$ cat src/rtl/sort_pkg.sv
// Shared definitions for the insertion-sort node chain and its drain logic.
package sort_pkg;

    localparam int              WIDTH_DEF     = 8;
    localparam int              NUM_NODES_DEF = 8;
    localparam logic [7:0]      MAX_VAL_DEF   = 8'hFF;

    // Width of a node index; a one-node chain still gets a 1-bit index.
    function automatic int idx_w(input int n);
        return (n > 1) ? $clog2(n) : 1;
    endfunction

    // Width able to hold a count of 0..n loaded entries.
    function automatic int cnt_w(input int n);
        return $clog2(n + 1);
    endfunction

    typedef enum logic [1:0] {
        IDLE   = 2'd0,
        STREAM = 2'd1,
        CLEAR  = 2'd2
    } rd_state_t;

endpackage

$ cat src/rtl/sort_result_reader.sv
// Drains the sorted node chain: snapshots all nodes on start, streams the
// first count entries over valid/ready, then pulses clear_nodes and done.
module sort_result_reader
    import sort_pkg::*;
#(
    parameter int               WIDTH     = WIDTH_DEF,
    parameter int               NUM_NODES = NUM_NODES_DEF,
    parameter logic [WIDTH-1:0] MAX_VAL   = MAX_VAL_DEF,
    localparam int              IDX_W     = idx_w(NUM_NODES),
    localparam int              CNT_W     = cnt_w(NUM_NODES)
) (
    input  logic                       clk,
    input  logic                       rst_n,
    input  logic                       start,
    input  logic [CNT_W-1:0]           count,
    input  logic                       abort,
    input  logic [NUM_NODES*WIDTH-1:0] node_val,
    input  logic [NUM_NODES*IDX_W-1:0] node_idx,
    output logic                       load_inhibit,
    output logic                       out_valid,
    input  logic                       out_ready,
    output logic [WIDTH-1:0]           out_val,
    output logic [IDX_W-1:0]           out_idx,
    output logic                       out_last,
    output logic                       clear_nodes,
    output logic                       done
);

    localparam logic [CNT_W-1:0] NODES_C = CNT_W'(NUM_NODES);

    rd_state_t        state, state_nxt;
    logic [WIDTH-1:0] snap_val [NUM_NODES];
    logic [IDX_W-1:0] snap_idx [NUM_NODES];
    logic [IDX_W-1:0] rd_ptr, last_ptr;
    logic [CNT_W-1:0] eff_cnt;
    logic             at_last;
    logic             beat_ok;
    logic             take_start;

    // Counts above the chain length are clamped to the chain length.
    assign eff_cnt    = (count > NODES_C) ? NODES_C : count;
    assign at_last    = (rd_ptr == last_ptr);
    // Abort wins over a coincident handshake, so that beat is not accepted.
    assign beat_ok    = (state == STREAM) && out_ready && !abort;
    assign take_start = (state == IDLE) && start;

    // State register.
    always_ff @(posedge clk) begin
        if (!rst_n) state <= IDLE;
        else        state <= state_nxt;
    end

    // Next-state decode and all control outputs, derived from registered state only.
    always_comb begin
        state_nxt    = state;
        out_valid    = 1'b0;
        out_last     = 1'b0;
        clear_nodes  = 1'b0;
        done         = 1'b0;
        load_inhibit = (state != IDLE);
        case (state)
            IDLE: begin
                if (start) state_nxt = (eff_cnt == '0) ? CLEAR : STREAM;
            end
            STREAM: begin
                out_valid = 1'b1;
                out_last  = at_last;
                if (abort)                      state_nxt = CLEAR;
                else if (out_ready && at_last)  state_nxt = CLEAR;
            end
            CLEAR: begin
                clear_nodes = 1'b1;
                done        = 1'b1;
                state_nxt   = IDLE;
            end
            default: state_nxt = IDLE;
        endcase
    end

    // Snapshot capture on accepted start and read-pointer advance per accepted beat.
    always_ff @(posedge clk) begin
        if (!rst_n) begin
            rd_ptr   <= '0;
            last_ptr <= '0;
            for (int i = 0; i < NUM_NODES; i++) begin
                snap_val[i] <= MAX_VAL;
                snap_idx[i] <= '0;
            end
        end else if (take_start && (eff_cnt != '0)) begin
            rd_ptr   <= '0;
            last_ptr <= IDX_W'(eff_cnt - CNT_W'(1));
            for (int i = 0; i < NUM_NODES; i++) begin
                snap_val[i] <= node_val[i*WIDTH +: WIDTH];
                snap_idx[i] <= node_idx[i*IDX_W +: IDX_W];
            end
        end else if (beat_ok && !at_last) begin
            rd_ptr <= rd_ptr + IDX_W'(1);
        end
    end

    // Data is a pure mux of frozen registers, so it holds steady under backpressure.
    assign out_val = snap_val[rd_ptr];
    assign out_idx = snap_idx[rd_ptr];

endmodule

$ cat config.mk
export PLATFORM = sky130hd
export DESIGN_NAME = sort_result_reader
export DESIGN_NICKNAME = d
export VERILOG_FILES = /design/src/rtl/sort_pkg.sv /design/src/rtl/sort_result_reader.sv
export SDC_FILE = /design/constraint.sdc
export NUM_CORES = 1
export LEC_CHECK = 0
export BUFFER_PORTS_ARGS = -buffer_cell sky130_fd_sc_hd__clkbuf_2
export CORE_MARGIN = 2
export CORE_UTILIZATION = 40
export DETAILED_ROUTE_END_ITERATION = 10
export PLACE_DENSITY = 0.68
export SLEW_MARGIN = 20
export SYNTH_ARGS = -nofsm -noshare
export SYNTH_HDL_FRONTEND = slang
export SYNTH_SLANG_ARGS = --single-unit
$ cat constraint.sdc
create_clock -name clk -period 8 [get_ports clk]
set_input_delay 0 -clock clk [delete_from_list [all_inputs] [get_ports clk]]
set_output_delay 0 -clock clk [all_outputs]
set_load 0.02 [all_outputs]
After elaboration in Yosys (flattened, before gate mapping)
Memories as Yosys holds them, arrays and structs flattened. A register that Yosys moved wholly into a read port is not among the register bits.
Index checks and enable logic that the tools add are counted.
Widths: inputs -> output; s select.
{ "word_totals": {"register_bits": 8, "in_bits": 97, "n_memories": 2, "ramBits": 88} }
{ "op_classes": {"add_sub_neg": 2, "n_bitwise": 17, "n_lt_le_gt_ge": 1, "n_reduce_logical": 14, "mux": 33, "eq_ne": 5} }
{ "mem_list": {"columns": ["memory", "depth", "word_bits", "read_ports", "rd_ports_with_merged_regs", "write_ports", "line_no", "rtl"], "rows": [
  ["snap_val", 8, 8, 1, 1, 8, "sort_result_reader.sv:32", "logic [WIDTH-1:0] snap_val [NUM_NODES];"],
  ["snap_idx", 8, 3, 1, 1, 8, "sort_result_reader.sv:33", "logic [IDX_W-1:0] snap_idx [NUM_NODES];"]
]} }
{ "ops": {"columns": ["op", "count"], "rows": [
  ["$mux 8", 8],
  ["$mux 3", 12],
  ["$or 1x1->1", 16],
  ["$mux 2", 4],
  ["$mux 1", 7],
  ["$logic_and 1x1->1", 6],
  ["$gt 4x4->1 const B", 1],
  ["$logic_not 4->1", 1],
  ["$mux 4", 1],
  ["$pmux 2 s2", 1],
  ["$reduce_bool 4->1", 1],
  ["$add 3x1->3 const B", 1],
  ["$eq 3x3->1", 1],
  ["$ne 3x2->1 const B", 1],
  ["$sub 3x1->3 const B", 1],
  ["$eq 2x1->1 const B", 1],
  ["$eq 2x2->1 const B", 1],
  ["$logic_not 1->1", 2],
  ["$logic_not 2->1", 1],
  ["$ne 2x2->1 const B", 1],
  ["$reduce_and 2->1", 1],
  ["$reduce_bool 2->1", 1],
  ["$reduce_or 2->1", 1],
  ["$not 1->1", 1]
]} }

Logic depth before layout (Yosys ltp)
Gate-level depths: netlist of run 1.
{ "logic_depth": {"ltp_word": 8, "mapped_depth": 8} }

Worst setup path before layout of run 1
OpenSTA, ideal clock, no wires.
{ "synth_timing": {"path_type": "reg-to-reg", "startpoint": "register state[1]", "endpoint": "register with a tool-made name", "path_slack_ns": 2.819, "path_stages_with_launch": 5, "arrival_ns": 5.059, "period_less_slack_ns": 5.181, "cell_sequence": "dfxtp_1 or2_4 o31ai_2 a211oi_1 a31o_1"} }
{ "synth_rtl": {"columns": ["element", "line_no", "rtl"], "rows": [
  ["start, declared", "sort_result_reader.sv:31", "rd_state_t state, state_nxt;"],
  ["start signal, assigned", "sort_result_reader.sv:50", "else state <= state_nxt;"]
]} }

==> metrics.yaml, run 1 <==
holdWs_ps: 50.83
final_nets: 574
die_h_um: 109.5
finalWeightedCongestion: 0.6894
cp-start-kind: "input port"
synth_edf_count: 88
hold_class: "in2reg"
cp_data_required_time_ps: 8090
layout_common_cells: "112 x clkbuf_2, 90 x dlygate4sd3_1, 88 x edfxtp_1"
num_antenna_cells: 0
cp.arrival_ps: 2450
p_leak_nw: 2.285
layout.cells.non_filler: 620
via_count: 2907
die_x_um: 109.5
routed_wl_um: 9573
r2r-start: "state[1]"
synthToLayoutAreaGrowth_pct: 39.38
grt_use_total_pct: 16.77
cts_made_buffers: 9
drt_pass1_iterations: 4
synthDistinctLibCells: 35
synthFlopType: "edfxtp_1"
hold_viol: 0
fmax_mhz: 423.7
avgSynthCellArea_um2: 16.01
rsz0062_at_grt: "no"
post_cts_buffers: 0
combPwrFrac_pct: 13.5
setup_viol: 0
grt_max_degree: 94
root_buffer: "clkbuf_8"
min-delay-start: "abort"
worstPathMaxFanout: 48
synth.area.top_cells: "edfxtp_1 59%, mux4_2 11%, nand2b_1 9.3%"
port_buffers: 112
swShare_pct: 23.26
syn_area_um2: 4452
insertion_delay_ps: 360
rows: 38
yosysSeqAreaShare_pct: 64.31
initial_core_util_pct: 41.07
post_cts_resized: 0
dp.cells: 514
fp.dieArea_um2: 11990
worstSetupStartpoint: "count[0]"
ir_worst_vdd_uv: 107.4
p_per_area_nw_per_um2: 170.6
synth_top_cell_by_area: "edfxtp_1"
synthCells: 278
critPathCaptureType: "register"
cts_tree: "done"
antenna_found_initial: 0
ant_nets: 0
finalSetupTns_ps: 0
vias_per_cell: 4.689
p_seq_share_pct: 57.5
cap_violations: 0
htreeDepth: 3
fin_crit_ps: 2360
tightest_slew_ps: 848.7
switchingPower_uw: 246.2
p_int_uw: 812.2
drtIter0Drc: 150
gr-total-overflow: 0
grt_pass1_wl_um: 14870
power_mw: 1.058
crit_type: "in2reg"
placed_cell_area_um2: 5107
async_reset_ff_share_pct: 0
drv_slew: 0
fin_crit_sh_pct: 29.50
coreArea_um2: 10840
cts.sinks: 99
grt_pass1_vias: 3059
dpl_worst_slack_ps: 5674
drt-wirelength-per-cell_um: 15.44
ys_ff_latch: 99
status: "complete, no violations"
pin_count: 113
synthesis.nets: 377
drive_gt1_share_pct: 35.21
max-slew-margin-rel_pct: 43.42
drc: 0
final_core_util_pct: 57.24
clkTransAtPathRegs_ps: 100
ys_warn_count: 0
p_clk_share_pct: 29.0
fin_worst_skew_ps: 14.18
layout_commonest_cell: "clkbuf_2"
yosys.area.top_type_share_pct: 59.36
layout_setup_ws_ps: 5640
final_area_um2: 6205
dp_hpwl_um: 5923
clockBufferDepth: 2
==> flip-flops by register name, summed over array words and instances, names as in the netlist, named ones only <==
| signal | cells |
|---|---|
| state | 2 |
| snap_idx | 24 |
| snap_val | 64 |
| rd_ptr | 3 |
| last_ptr | 3 |
==> worst paths after layout <==
path / to / slack (ps) / cells past startpoint
setup / recovery: snap_val[0][4] / 5640 / 8
hold / removal: state[1] / 50 / 3
setup reg to reg: snap_val[0][4] / 5670 / 4
hold reg to reg: state[1] / 520 / 1
==> routing by layer <==
layer / vias to the layer above / share of wire, % / global-route usage [%]
li1: 1433 / - / -
met1: 1377 / 42 / 20.37
met2: 91 / 52 / 30.07
met3: 6 / 5.6 / 3.794
met4: 0 / 0.67 / 4.340
met5: - / 0 / 0
==> synth_stat cells, types with 2 or more instances <==
cell / number
edfxtp_1: 88
nand2b_1: 66
mux4_2: 22
and3_1: 18
dfxtp_1: 11
mux2_2: 11
clkbuf_1: 7
and2_1: 6
xnor2_1: 5
nor2_1: 4
nor2b_1: 4
buf_2: 3
buf_4: 3
buf_6: 3
buf_1: 2
ha_1: 2
inv_1: 2
mux2i_1: 2
nand2_1: 2
o211a_1: 2
==> critical path, stage by stage <==
cell and delay [ps]:
dlygate4sd3_1 520, clkbuf_2 100, nand2b_1 60, ha_1 210, nor3b_2 200, nor3_4 600, and2_4 590, nand2b_1 130
==> cell type report <==
class,instances,area (um^2)
inverters,2,7.507
fillers,875,4636
clock buffers,10,148.9
multi-input cells,159,1485
clock inverters,6,43.79
flip-flops and latches,99,2864
repair buffers,204,1480
well taps,140,175.2
==> power groups by stage <==
stage | Clock, mW | Sequential, mW | Combinational [mW]
finish | 0.307 | 0.608 | 0.143
detailed placement | 0 | 0.621 | 0.108
CTS | 0.317 | 0.609 | 0.143
global route | 0.337 | 0.612 | 0.156
global placement | 0 | 0.619 | 0.106
floorplan | 0 | 0.620 | 0.0705
==> logic make-up after synthesis <==
family	synth area share, %
mux	14.36
fa+ha+maj	0.5620
simple gates	15.74
buf+inv	2.530
xor+xnor	0.9837
flops	64.31
compound gates	1.518
==> what timing repair did <==
| action | 4_1_cts | 5_1_grt |
|---|---|---|
| endpoints found under the hold margin | 90 | 0 |
| setup endpoints to repair | 0 | 0 |
| hold buffers | 90 | 0 |
(Power assumes the default switching activity.)
==> run 2, diff against run 1 <==
ABC_AREA = 1   (was unset)
PLACE_DENSITY = 0.7   (was 0.68)
clock period = 1.9 ns   (was 8 ns; I/O delays follow)
==> metrics.yaml, run 2 <==
cts_tree: "done"
synth.area.top_cells: "edfxtp_1 56%, o21ai_0 6.5%, or2_1 6.3%"
swShare_pct: 22.91
ys_warn_count: 0
yosys-top-cells-count: "88 x edfxtp_1, 72 x nor2_1, 62 x o21ai_0"
path_common_cell: "nand2_1"
top_register: "snap_val"
cts_made_buffers: 9
avgSynthCellArea_um2: 10.17
cp_data_required_time_ps: 1900
finalWeightedCongestion: 0.8023
dp_hpwl_um: 7247
tightest_slew_ps: 438.4
drt_pass1_iterations: 9
switchingPower_mw: 1.160
ir_worst_vdd_uv: 604.7
drc: 6
drv_slew: 0
syn_area_um2: 4748
post-synth-top-count-cell: "edfxtp_1"
path_cells: "inv_4 -> buf_4 -> nor2_1 -> o21ai_0 -> nand2_1 -> nand2_1 -> clkbuf_2"
max-slew-margin-rel_pct: 70.74
synthFlopType: "edfxtp_1"
cp.arrival_ps: 1710
antenna_found_initial: 0
largest_register_ffs: 64
hold_viol: 0
p_seq_share_pct: 50.4
drive_gt1_share_pct: 27.12
cts.sinks: 99
routed_wl_um: 11500
grt_max_degree: 57
htreeDepth: 3
critPathCaptureType: "output port"
coreArea_um2: 11520
cap_violations: 0
synthesis.nets: 566
p_int_mw: 3.904
vias_per_cell: 4.747
clkTransAtPathRegs_ps: 70
pin_count: 113
cp-start-kind: "register"
failed_checks: "design-rule violations"
drtIter0Drc: 214
clockBufferDepth: 2
synthCells: 467
status: "finished with violations"
insertion_delay_ps: 350
root_buffer: "clkbuf_16"
fin_worst_skew_ps: 8.257
final_nets: 765
fin_crit_sh_pct: 90.14
ant_nets: 0
p_per_area_nw_per_um2: 757.9
synth_top_cell_by_area: "edfxtp_1"
layout_commonest_cell: "clkbuf_2"
synth_edf_count: 88
async_reset_ff_share_pct: 0
drt-wirelength-per-cell_um: 14.13
synthToLayoutAreaGrowth_pct: 40.71
combPwrFrac_pct: 13.1
critical-path-slowest-cell: "dfxtp_2"
p_leak_nw: 2.685
finalSetupTns_ps: 0
fmax_mhz: 583.9
cpPeakStageDelay_ps: 350
ys_ff_latch: 99
fin_crit_ps: 1713
yosys.area.top_type_share_pct: 55.65
reg_top3: "snap_val x64, snap_idx x24"
initial_core_util_pct: 41.23
setup_viol: 0
grt_pass1_wl_um: 19030
via_count: 3864
die_h_um: 113.0
fp.dieArea_um2: 12760
p_clk_share_pct: 36.4
hold_class: "in2reg"
num_antenna_cells: 0
worstPathMaxFanout: 20
final_core_util_pct: 58.02
die_x_um: 113.0
yosysSeqAreaShare_pct: 60.29
layout_common_cells: "112 x clkbuf_2, 92 x dlygate4sd3_1, 88 x edfxtp_1"
synthDistinctLibCells: 30
rsz0062_at_grt: "no"
port_buffers: 112
grt_use_total_pct: 19.30
gr-total-overflow: 0
grt_pass1_vias: 4032
rows: 39
crit_type: "reg2out"
run 2: power by group through the flow:
| stage | registers (mW) | logic, mW | clock network (mW) |
|---|---|---|---|
| finish | 2.55 | 0.665 | 1.84 |
| floorplan | 2.59 | 0.323 | 0 |
| global placement | 2.60 | 0.505 | 0 |
| CTS | 2.55 | 0.666 | 1.89 |
| global route | 2.57 | 0.738 | 1.96 |
| detailed placement | 2.60 | 0.515 | 0 |
run 2: what timing repair did:
action                                  CTS  global route
hold buffers                             92             0
endpoints found under the hold margin    91             0
endpoints found under the setup margin    0            11
setup buffers                             0             0
resized for setup                         0             5
run 2: worst paths after layout:
path,cells past startpoint,slack [ps],from,end
worst max register to register,6,230,state[1],snap_val[3][6]
worst max-delay path,7,190,register,out_val[1]
worst min register to register,2,500,last_ptr[2],last_ptr[2]
worst min-delay path,3,40,rst_n,snap_idx[7][2]
run 2: area by class of cell:
class	instances	area, um^2
fillers	995	4835
flip-flops and latches	99	2864
repair buffers	214	1614
multi-input cells	304	1575
clock buffers	10	239.0
well taps	143	178.9
inverters	38	145.1
clock inverters	6	65.06
run 2: critical path, delay by kind of cell, from the launching register on:
family	cells	cell delay (ps)
simple gates	3	210
buf+inv	3	590
compound gates	1	200
flops	1	350
run 2: cell families (layout without fill, tap and decap cells):
group	count (synthesis)	in the layout	synth area share, %
AO/OA/AOI/OAI	77	77	8.432
XOR/XNOR	3	3	0.5535
AND/OR/NAND/NOR	222	222	23.51
adder cells (fa/ha/maj)	2	2	0.5269
buffers and inverters	64	268	6.693
flip-flops	99	99	60.29
run 2: metal layers:
| layer | wire length (um) | part of all wire (%) | vias to the layer above | GRT usage, % |
|---|---|---|---|---|
| met1 | 4802 | 42 | 1796 | 22.55 |
| met5 | 0 | 0 | - | 0 |
| met3 | 497 | 4.3 | 29 | 4.017 |
| li1 | - | - | 1920 | - |
| met2 | 5824 | 51 | 119 | 34.02 |
| met4 | 376 | 3.3 | 0 | 9.187 |
run 2: stage by stage:
step	cell area [um^2]	hold WS, ps	power [mW]	cells	worst slack, ps
final	6681	44.29	5.064	814	187.3
after global routing	6681	46.36	5.262	814	5.381
after CTS	6670	29.76	5.112	814	28.18
after detailed placement	5445	257.9	3.117	706	171.4
after global placement	5445	257.8	3.103	706	204.1
after floorplan	4756	170.4	2.917	467	77.97
